[config.mk]
export PLATFORM = sky130hd
export DESIGN_NAME = dda_step_engine_flat
export DESIGN_NICKNAME = d
export VERILOG_FILES = /design/src/rtl/dda_step_if.sv /design/src/rtl/dda_step_engine.sv /design/src/flat_wrapper.sv
export SDC_FILE = /design/constraint.sdc
export NUM_CORES = 1
export LEC_CHECK = 0
export ABC_AREA = 0
export CAP_MARGIN = 20
export CORE_MARGIN = 3
export CORE_UTILIZATION = 56
export CTS_CLUSTER_DIAMETER = 40
export CTS_CLUSTER_SIZE = 10
export DETAILED_ROUTE_END_ITERATION = 8
export PLACE_DENSITY = 0.82
export REMOVE_ABC_BUFFERS = 1
export SYNTH_ARGS = -nofsm -noshare
export SYNTH_HDL_FRONTEND = slang
export SYNTH_SLANG_ARGS = --single-unit
export TNS_END_PERCENT = 20
[constraint.sdc]
create_clock -name clk -period 9.5 [get_ports clk]
set_input_delay 0.95 -clock clk [delete_from_list [all_inputs] [get_ports clk]]
set_output_delay 0.95 -clock clk [all_outputs]
set_load 0.05 [all_outputs]
[src/rtl/dda_step_if.sv]
// Load and voxel-stream bundle for the DDA step engine.
interface dda_step_if #(
    parameter int W       = 32,
    parameter int COORD_W = 5
);
    logic               ld_valid;
    logic               ld_ready;
    logic [COORD_W-1:0] ld_ix, ld_iy, ld_iz;
    logic               ld_sx, ld_sy, ld_sz;
    logic [W-1:0]       ld_next_x, ld_next_y, ld_next_z;
    logic [W-1:0]       ld_inc_x, ld_inc_y, ld_inc_z;
    logic               abort;
    logic               vox_valid;
    logic               vox_ready;
    logic [COORD_W-1:0] vox_ix, vox_iy, vox_iz;
    logic [2:0]         vox_face_mask;
    logic [W-1:0]       vox_t;
    logic               vox_last;
    logic [1:0]         vox_exit;
    logic               busy;

    modport master (
        output ld_valid, ld_ix, ld_iy, ld_iz, ld_sx, ld_sy, ld_sz,
        output ld_next_x, ld_next_y, ld_next_z,
        output ld_inc_x, ld_inc_y, ld_inc_z, abort, vox_ready,
        input  ld_ready, vox_valid, vox_ix, vox_iy, vox_iz,
        input  vox_face_mask, vox_t, vox_last, vox_exit, busy
    );

    modport slave (
        input  ld_valid, ld_ix, ld_iy, ld_iz, ld_sx, ld_sy, ld_sz,
        input  ld_next_x, ld_next_y, ld_next_z,
        input  ld_inc_x, ld_inc_y, ld_inc_z, abort, vox_ready,
        output ld_ready, vox_valid, vox_ix, vox_iy, vox_iz,
        output vox_face_mask, vox_t, vox_last, vox_exit, busy
    );
endinterface

[src/rtl/dda_step_engine.sv]
// Sequential voxel DDA walker: one ray in, one voxel beat per cycle out.
// DDA_MULTI_AXIS_EN: step all axes tied at the minimum timer together.
module dda_step_engine #(
    parameter int W         = 32,
    parameter int COORD_W   = 5,
    parameter int MAX_STEPS = 64
) (
    input logic         clk,
    input logic         rst,
    dda_step_if.slave   io
);
    localparam int CW = $clog2(MAX_STEPS + 1);
    localparam logic [COORD_W-1:0] IMAX = '1;

    typedef enum logic {IDLE, RUN} state_t;

    state_t state_q, state_d;

    logic [COORD_W-1:0] ix, iy, iz;
    logic               sx, sy, sz;
    logic [W-1:0]       tx, ty, tz;
    logic [W-1:0]       incx, incy, incz;
    logic [2:0]         face;
    logic [W-1:0]       tout;
    logic [CW-1:0]      cnt;

    logic [W-1:0] tmin;
    logic [2:0]   sel;
    logic         oog, lim, last, run, fire, load;

    function automatic logic [W-1:0] sat_add(input logic [W-1:0] a,
                                             input logic [W-1:0] b);
        logic [W:0] s;
        s = {1'b0, a} + {1'b0, b};
        return s[W] ? '1 : s[W-1:0];
    endfunction

    always_comb begin
        tmin = tx;
        if (ty < tmin) tmin = ty;
        if (tz < tmin) tmin = tz;
`ifdef DDA_MULTI_AXIS_EN
        sel = {tz == tmin, ty == tmin, tx == tmin};
`else
        sel = 3'b000;
        if (tx == tmin)      sel = 3'b001;
        else if (ty == tmin) sel = 3'b010;
        else                 sel = 3'b100;
`endif
    end

    // An axis leaves the grid only if it is actually being stepped.
    assign oog = (sel[0] && (sx ? (ix == IMAX) : (ix == '0)))
              || (sel[1] && (sy ? (iy == IMAX) : (iy == '0)))
              || (sel[2] && (sz ? (iz == IMAX) : (iz == '0)));
    assign lim  = (cnt == CW'(MAX_STEPS - 1));
    assign last = oog || lim;

    assign run  = (state_q == RUN);
    assign fire = run && io.vox_ready && !io.abort;
    assign load = !run && io.ld_valid;

    always_comb begin
        state_d = state_q;
        unique case (state_q)
            IDLE: if (io.ld_valid) state_d = RUN;
            RUN: begin
                if (io.abort)          state_d = IDLE;
                else if (fire && last) state_d = IDLE;
            end
            default: state_d = IDLE;
        endcase
    end

    always_ff @(posedge clk or posedge rst) begin
        if (rst) state_q <= IDLE;
        else     state_q <= state_d;
    end

    always_ff @(posedge clk or posedge rst) begin
        if (rst) begin
            ix   <= '0; iy   <= '0; iz   <= '0;
            sx   <= 1'b0; sy <= 1'b0; sz <= 1'b0;
            tx   <= '0; ty   <= '0; tz   <= '0;
            incx <= '0; incy <= '0; incz <= '0;
            face <= '0;
            tout <= '0;
            cnt  <= '0;
        end else if (load) begin
            ix   <= io.ld_ix;     iy   <= io.ld_iy;     iz   <= io.ld_iz;
            sx   <= io.ld_sx;     sy   <= io.ld_sy;     sz   <= io.ld_sz;
            tx   <= io.ld_next_x; ty   <= io.ld_next_y; tz   <= io.ld_next_z;
            incx <= io.ld_inc_x;  incy <= io.ld_inc_y;  incz <= io.ld_inc_z;
            face <= '0;
            tout <= '0;
            cnt  <= '0;
        end else if (fire && !last) begin
            if (sel[0]) begin
                ix <= sx ? ix + 1'b1 : ix - 1'b1;
                tx <= sat_add(tx, incx);
            end
            if (sel[1]) begin
                iy <= sy ? iy + 1'b1 : iy - 1'b1;
                ty <= sat_add(ty, incy);
            end
            if (sel[2]) begin
                iz <= sz ? iz + 1'b1 : iz - 1'b1;
                tz <= sat_add(tz, incz);
            end
            face <= sel;
            tout <= tmin;
            cnt  <= cnt + 1'b1;
        end
    end

    assign io.ld_ready      = !run;
    assign io.busy          = run;
    assign io.vox_valid     = run;
    assign io.vox_ix        = ix;
    assign io.vox_iy        = iy;
    assign io.vox_iz        = iz;
    assign io.vox_face_mask = face;
    assign io.vox_t         = tout;
    assign io.vox_last      = run && last;
    assign io.vox_exit      = !run ? 2'd0 : oog ? 2'd1 : lim ? 2'd2 : 2'd0;
endmodule
[src/flat_wrapper.sv]
// flat-port wrapper written by rule: the top's interface ports become plain ports
module dda_step_engine_flat 
#(
    parameter int W         = 32,
    parameter int COORD_W   = 5,
    parameter int MAX_STEPS = 64
)
  (clk, rst, io_ld_valid, io_ld_ix, io_ld_iy, io_ld_iz, io_ld_sx, io_ld_sy, io_ld_sz, io_ld_next_x, io_ld_next_y, io_ld_next_z, io_ld_inc_x, io_ld_inc_y, io_ld_inc_z, io_abort, io_vox_ready, io_ld_ready, io_vox_valid, io_vox_ix, io_vox_iy, io_vox_iz, io_vox_face_mask, io_vox_t, io_vox_last, io_vox_exit, io_busy);
  dda_step_if #(.W(W), .COORD_W(COORD_W)) io_i ();
  input logic clk;
  input logic rst;
  input wire logic [$bits(io_i.ld_valid)-1:0] io_ld_valid;
  input wire logic [$bits(io_i.ld_ix)-1:0] io_ld_ix;
  input wire logic [$bits(io_i.ld_iy)-1:0] io_ld_iy;
  input wire logic [$bits(io_i.ld_iz)-1:0] io_ld_iz;
  input wire logic [$bits(io_i.ld_sx)-1:0] io_ld_sx;
  input wire logic [$bits(io_i.ld_sy)-1:0] io_ld_sy;
  input wire logic [$bits(io_i.ld_sz)-1:0] io_ld_sz;
  input wire logic [$bits(io_i.ld_next_x)-1:0] io_ld_next_x;
  input wire logic [$bits(io_i.ld_next_y)-1:0] io_ld_next_y;
  input wire logic [$bits(io_i.ld_next_z)-1:0] io_ld_next_z;
  input wire logic [$bits(io_i.ld_inc_x)-1:0] io_ld_inc_x;
  input wire logic [$bits(io_i.ld_inc_y)-1:0] io_ld_inc_y;
  input wire logic [$bits(io_i.ld_inc_z)-1:0] io_ld_inc_z;
  input wire logic [$bits(io_i.abort)-1:0] io_abort;
  input wire logic [$bits(io_i.vox_ready)-1:0] io_vox_ready;
  output wire logic [$bits(io_i.ld_ready)-1:0] io_ld_ready;
  output wire logic [$bits(io_i.vox_valid)-1:0] io_vox_valid;
  output wire logic [$bits(io_i.vox_ix)-1:0] io_vox_ix;
  output wire logic [$bits(io_i.vox_iy)-1:0] io_vox_iy;
  output wire logic [$bits(io_i.vox_iz)-1:0] io_vox_iz;
  output wire logic [$bits(io_i.vox_face_mask)-1:0] io_vox_face_mask;
  output wire logic [$bits(io_i.vox_t)-1:0] io_vox_t;
  output wire logic [$bits(io_i.vox_last)-1:0] io_vox_last;
  output wire logic [$bits(io_i.vox_exit)-1:0] io_vox_exit;
  output wire logic [$bits(io_i.busy)-1:0] io_busy;
  assign io_i.ld_valid = io_ld_valid;
  assign io_i.ld_ix = io_ld_ix;
  assign io_i.ld_iy = io_ld_iy;
  assign io_i.ld_iz = io_ld_iz;
  assign io_i.ld_sx = io_ld_sx;
  assign io_i.ld_sy = io_ld_sy;
  assign io_i.ld_sz = io_ld_sz;
  assign io_i.ld_next_x = io_ld_next_x;
  assign io_i.ld_next_y = io_ld_next_y;
  assign io_i.ld_next_z = io_ld_next_z;
  assign io_i.ld_inc_x = io_ld_inc_x;
  assign io_i.ld_inc_y = io_ld_inc_y;
  assign io_i.ld_inc_z = io_ld_inc_z;
  assign io_i.abort = io_abort;
  assign io_i.vox_ready = io_vox_ready;
  assign io_ld_ready = io_i.ld_ready;
  assign io_vox_valid = io_i.vox_valid;
  assign io_vox_ix = io_i.vox_ix;
  assign io_vox_iy = io_i.vox_iy;
  assign io_vox_iz = io_i.vox_iz;
  assign io_vox_face_mask = io_i.vox_face_mask;
  assign io_vox_t = io_i.vox_t;
  assign io_vox_last = io_i.vox_last;
  assign io_vox_exit = io_i.vox_exit;
  assign io_busy = io_i.busy;
  dda_step_engine #(.W(W), .COORD_W(COORD_W), .MAX_STEPS(MAX_STEPS)) u_core (.clk(clk), .rst(rst), .io(io_i));
endmodule
* Word-level counts from Yosys, hierarchy flattened
Cells that the tools add are included.
** Storage, ports and cells
- Register bits after elaboration :: 253
- Latch bits :: 0
- Bits in writable memories :: 0
- Memory bits (read-only) :: 0
- Input port bits :: 215
- Output and inout bits :: 56
- Word-level logic and storage cells :: 104
- Memories :: 0
** Operators by class
- Add/sub/neg operators :: 10
- Multiply operators :: 0
- Div/mod/pow operators :: 0
- Order comparisons :: 2
- Eq/ne operators :: 6
- Shift operators :: 0
- Mux-type cells :: 44
- Bitwise logic cells :: 1
- Reduce and logical (&&, ||, !) cells :: 25
** Operators with widths (count)
- $mux W32 :: 16
- $add A32 B32 Y33 :: 3
- $eq A32 B32 Y1 :: 2
- $lt A32 B32 Y1 :: 2
- $mux W5 :: 12
- $add A5 B1 Y5 const B :: 3
- $eq A5 B5 Y1 const B :: 3
- $logic_not A5 Y1 :: 3
- $sub A5 B1 Y5 const B :: 3
- $mux W7 :: 2
- $mux W3 :: 4
- $logic_and A1 B1 Y1 :: 9
- $reduce_bool A2 Y1 :: 4
- $add A7 B1 Y7 const B :: 1
- $eq A7 B6 Y1 const B :: 1
- $mux W1 :: 6
- $mux W2 :: 3
- $reduce_and A2 Y1 :: 3
- $logic_not A1 Y1 :: 3
- $logic_or A1 B1 Y1 :: 3
- $pmux W1 S2 :: 1
- $not A1 Y1 :: 1

* Logic depth before layout (Yosys ltp)
- Word-level depth :: 15
- Gate-level depth with buffers :: 35
- Mapped depth without buffers :: 24

* Least setup slack after synthesis
No wires, ideal clock.
- Path kind :: reg2out
- From :: reg u_core.tx[31]
- To :: out io_vox_exit[1]
- Arrival :: 7.113 ns
- Required time :: 8.550 ns
- Slack :: 1.437 ns
- Cell stages (with the launch flop) :: 33
- Buffers on the path :: 8
- Cell sequence :: dfrtp_1 clkbuf_1 inv_1 ha_1 nand4_1 nor3_1 a211oi_1 o21a_1 o21a_1 buf_6 buf_6 buf_6 clkbuf_1 buf_1 nor2_1 a21oi_1 ha_1 a211oi_1 o21ai_1 a21oi_1 o221ai_1 nor4_1 a21boi_4 nor2_2 buf_6 o211ai_2 nand4b_1 or4_4 or2_0 clkbuf_1 and3_1 or2_2 nor3_1
** Between the ends
- Longest elaborated chain between the ends :: 12
- Elaborated cells between the ends (all ways) :: 15
- Those cells by class :: order compare: 2; eq/ne: 2; mux: 6; reduce/logical: 5
** Ends and longest elaborated chain
- from (decl) :: RTL line dda_step_engine.sv:21 : logic [W-1:0] tx, ty, tz;
- from (signal assigned) :: RTL line dda_step_engine.sv:92 : tx <= io.ld_next_x; ty <= io.ld_next_y; tz <= io.ld_next_z;
- from (signal assigned) :: RTL line dda_step_engine.sv:100 : tx <= sat_add(tx, incx);
- $lt A32 B32 Y1 :: RTL line dda_step_engine.sv:40 : if (ty < tmin) tmin = ty;
- $mux W32 :: RTL line dda_step_engine.sv:40
- $lt A32 B32 Y1 :: RTL line dda_step_engine.sv:41 : if (tz < tmin) tmin = tz;
- $mux W32 :: RTL line dda_step_engine.sv:41
- $eq A32 B32 Y1 :: RTL line dda_step_engine.sv:47 : else if (ty == tmin) sel = 3'b010;
- $mux W3 :: RTL line dda_step_engine.sv:47
- $mux W3 * :: RTL line dda_step_engine.sv:46 : if (tx == tmin) sel = 3'b001;
- $logic_and A1 B1 Y1 :: RTL line dda_step_engine.sv:54 : || (sel[1] && (sy ? (iy == IMAX) : (iy == '0)))
- $logic_or A1 B1 Y1 :: RTL line dda_step_engine.sv:54
- $logic_or A1 B1 Y1 * :: RTL line dda_step_engine.sv:55 : || (sel[2] && (sz ? (iz == IMAX) : (iz == '0)));
- $mux W2 * (2 in series) :: RTL line dda_step_engine.sv:125 : assign io.vox_exit = !run ? 2'd0 : oog ? 2'd1 : lim ? 2'd2 : 2'd0;
- to (decl) :: RTL line flat_wrapper.sv:35 : output wire logic [$bits(io_i.vox_exit)-1:0] io_vox_exit;
Every way passes the cells marked *; elsewhere a longest branch is shown, timed or not.

* Worst setup path in the final report
- From :: reg u_core.tx[26]
- To :: out io_vox_last
** Between the ends
- Longest elaborated chain between the ends :: 12
- Elaborated cells between the ends (all ways) :: 15
- Those cells by class :: order compare: 2; eq/ne: 2; mux: 4; reduce/logical: 7
** Ends and longest elaborated chain
- $lt A32 B32 Y1 :: RTL line dda_step_engine.sv:40
- $mux W32 :: RTL line dda_step_engine.sv:40
- $lt A32 B32 Y1 :: RTL line dda_step_engine.sv:41
- $mux W32 :: RTL line dda_step_engine.sv:41
- $eq A32 B32 Y1 :: RTL line dda_step_engine.sv:47
- $mux W3 :: RTL line dda_step_engine.sv:47
- $mux W3 * :: RTL line dda_step_engine.sv:46
- $logic_and A1 B1 Y1 :: RTL line dda_step_engine.sv:54
- $logic_or A1 B1 Y1 :: RTL line dda_step_engine.sv:54
- $logic_or A1 B1 Y1 * :: RTL line dda_step_engine.sv:55
- $logic_or A1 B1 Y1 * :: RTL line dda_step_engine.sv:57 : assign last = oog || lim;
- $logic_and A1 B1 Y1 * :: RTL line dda_step_engine.sv:124 : assign io.vox_last = run && last;
- to (decl) :: RTL line flat_wrapper.sv:34 : output wire logic [$bits(io_i.vox_last)-1:0] io_vox_last;
Marks and branches as above.

==> impl_metrics.ini <==
[power_and_ir_drop]
pwr_density_cell_nw_per_um2 = 351.4
p_leak_nw = 10.74
ir_drop_v = 0.0002393

[critical_path]
cpPeakStageDelay_ps = 690
crit_fanout = 30
crit_path_start_kind = flip-flop
cp_slowest_cell = clkdlybuf4s50_1
critPathArrivalTime_ps = 8350
ff2ff_setup_slack_ps = 1140
cpLargestDelayFamily = compound AO/OA/AOI/OAI gates
cp.required_ps = 8550
critPathBufInv = 4
path_class = flip-flop to primary output
cp_common_cell = a21o_1
worstSetupEndpointType = primary output

[routing]
drt_wl_total_um = 67780
antenna_left = 0
drc_errors = 0
wl_per_cell_um = 22.29
via_count = 19140
drtPass1Iterations = 6
drt_iter0_markers = 1701
viasPerCell = 6.295

[cells_and_area]
layout_commonest_cell = nand2_1
syn_to_final_growth_pct = 24.19
nNetsFinal = 2957
drive_gt1_share_pct = 5.810
antenna_cells = 0
final_cell_mix = nand2_1 (493), clkdlybuf4s50_1 (269), dfrtp_1 (252)
fin_util_pct = 71.52
fillers = 2513

[sta]
slew_headroom_pct = 27.67
final.setup.tns_ps = 0
finalHoldViolCount = 0
fmax_ghz = 0.1075
rsz0062_at_grt = yes
final_max_slew_viol_count = 0
tightestPinTransition_ps = 1085
timing.final.crit_period_ps = 9301
finalClockSkew_ps = 26.01
period_share_pct = 97.90
finalWorstSetupSlack_ps = 199.3
setup-violations-final = 0

[grt]
grt_first_pass_wirelength_um = 104800
grt_use_total_pct = 36.89
grt_max_degree = 252
grt.overflow.total = 0
grt_pass1_vias = 19130
antenna_found_initial = 0

[synth]
syn_inst = 2323
yosys_most_used_dff = dfrtp_1
synth_top_area_share_pct = 33.36
synth_top_area_cell = dfrtp_1
synth_area_leaders = dfrtp_1 (33%), ha_1 (11%), nand2_1 (9.8%), o21ai_0 (4.0%), a21oi_1 (3.9%)
ys_seq_area_share_pct = 33.36
async_reset_ff_share_pct = 100.0
synth_seq_cells = 253
netlist-cell-type-count = 90
syn_area_per_cell_um2 = 8.169
syn_area_um2 = 18980
yosysWarnings = 0
synth_edf_count = 0

[clock_tree]
cts-hold-fix-buffers = 0
cts_sinks = 253
cts-root-buf = clkbuf_16
htreeDepth = 2
insertion_delay_ps = 580
tritoncts = done
ctsLongestPathBuffers = 3
path_clk_slew_ps = 50
postCtsSetupRepairBufs = 0
cts_buffers = 44

[floorplanning]
fp.dieH_um = 190.1
die_w_um = 190.1
io_pins = 271
core_um2 = 32950
num_rows = 66
fp.dieArea_um2 = 36130
start_util_pct = 57.59

[placement]
finalWeightedCongestion = 1.062
post-dp-hpwl_um = 49290
dp_slack_ps = 476.7
port_buffers = 270

[run_status]
status = finished, final reports clean

[hold_path]
hp-class = flip-flop to flip-flop

[flow_run]
maxCapViolCount = 0
==> worst paths after layout <==
kind	startpoint	to	cells after the start
hold / removal	u_core.cnt[4]	u_core.cnt[4]	1
setup reg to reg	u_core.tx[26]	u_core.tx[8]	25
hold reg to reg	u_core.cnt[4]	u_core.cnt[4]	1
min in group asynchronous	rst	u_core.incx[4]	2
max in group asynchronous	rst	u_core.tx[26]	3
setup / recovery	u_core.tx[26]	io_vox_last	26
==> routing by layer <==
| metal | GRT usage [%] | part of all wire, % |
|---|---|---|
| met1 | 50.05 | 41 |
| met2 | 58.97 | 45 |
| met3 | 7.352 | 9.6 |
| met4 | 13.11 | 3.9 |
| met5 | 0 | 0 |
==> flip-flops by register name (all words and copies together), names as in the netlist, 5 cells and up <==
register          flops
u_core.io.vox_iz      5
u_core.io.vox_iy      5
u_core.cnt            7
u_core.io.vox_t      32
u_core.incz          32
u_core.tz            32
u_core.ty            32
u_core.incx          32
u_core.io.vox_ix      5
u_core.tx            32
u_core.incy          32
==> repair_timing <==
item	CTS	global route
endpoints found under the setup margin	3	3
cloned	0	0
gates resized for setup	2	3
hold endpoints to repair	0	0
==> cell families after synthesis <==
logic type | synth area share (%)
compound gates | 21.21
flops | 33.36
fa+ha+maj | 11.71
mux | 1.292
simple gates | 21.90
xor+xnor | 6.231
buf+inv | 4.286
==> metrics by stage <==
stage,cells,total power [mW],hold slack [ps],cell area [um^2]
2_1_floorplan,2216,5.055,437.9,18470
3_3_place_gp,2962,6.386,457.1,22050
3_5_place_dp,2963,6.487,466.1,22060
4_1_cts,3040,8.173,473.9,23550
5_1_grt,3041,8.791,497.5,23570
6_report,3041,8.282,480.0,23570
==> cell type report <==
type                            instances  area, um^2  area share (%)
Clock inverter                         24       294.0           1.248
Inverter                               81       311.5           1.322
Sequential cell                       253        6332           26.87
Multi-Input combinational cell       1882       11880           50.43
Clock buffer                           53        1186           5.033
Timing Repair Buffer                  306        3005           12.75
Tap cell                              442       553.0           2.347
==> power by group <==
part | internal, mW | switching, mW
Sequential | 1.41 | 0.538
Clock | 1.03 | 0.587
Combinational | 1.82 | 2.89
==> worst register-to-register path, stage by stage (launching register included) <==
cell	delay (ps)
dfrtp_2	530
inv_1	180
ha_1	340
nand4_1	150
inv_1	50
a221oi_1	350
o21a_1	210
o21a_4	350
buf_4	370
nor2_1	90
a21oi_1	370
ha_1	340
a21o_1	160
a21o_1	160
a21o_1	180
nand2b_1	190
nor4_1	310
a21bo_1	510
nand3_2	260
o22ai_1	130
a2111oi_2	400
nand4_1	310
or4_4	810
nand2_1	760
o22ai_1	210
a21oi_1	470
==> synthesized netlist by cell type, types with 5 or more instances <==
library cell	instances
nand2_1	494
dfrtp_1	253
ha_1	168
nor2_1	164
o21ai_0	153
a21oi_1	146
inv_1	81
clkbuf_1	76
xnor2_1	73
nor3_1	63
xor2_1	62
o31ai_1	46
and3_1	43
a21o_1	39
nand3_1	36
o22ai_1	35
o211ai_1	34
o21a_1	27
nand4_1	24
mux2i_1	22
a211oi_1	20
a221oi_1	18
nand2b_1	16
nor2b_1	16
buf_2	14
nor4_1	14
or3_1	14
buf_6	11
o21ai_1	8
a31o_2	7
a2111oi_0	6
and2_1	6
fa_1	6
nand4b_1	6
o21bai_1	6
or2_2	6
a211o_1	5
a31oi_1	5
o311ai_0	5
(Power assumes the default switching activity.)
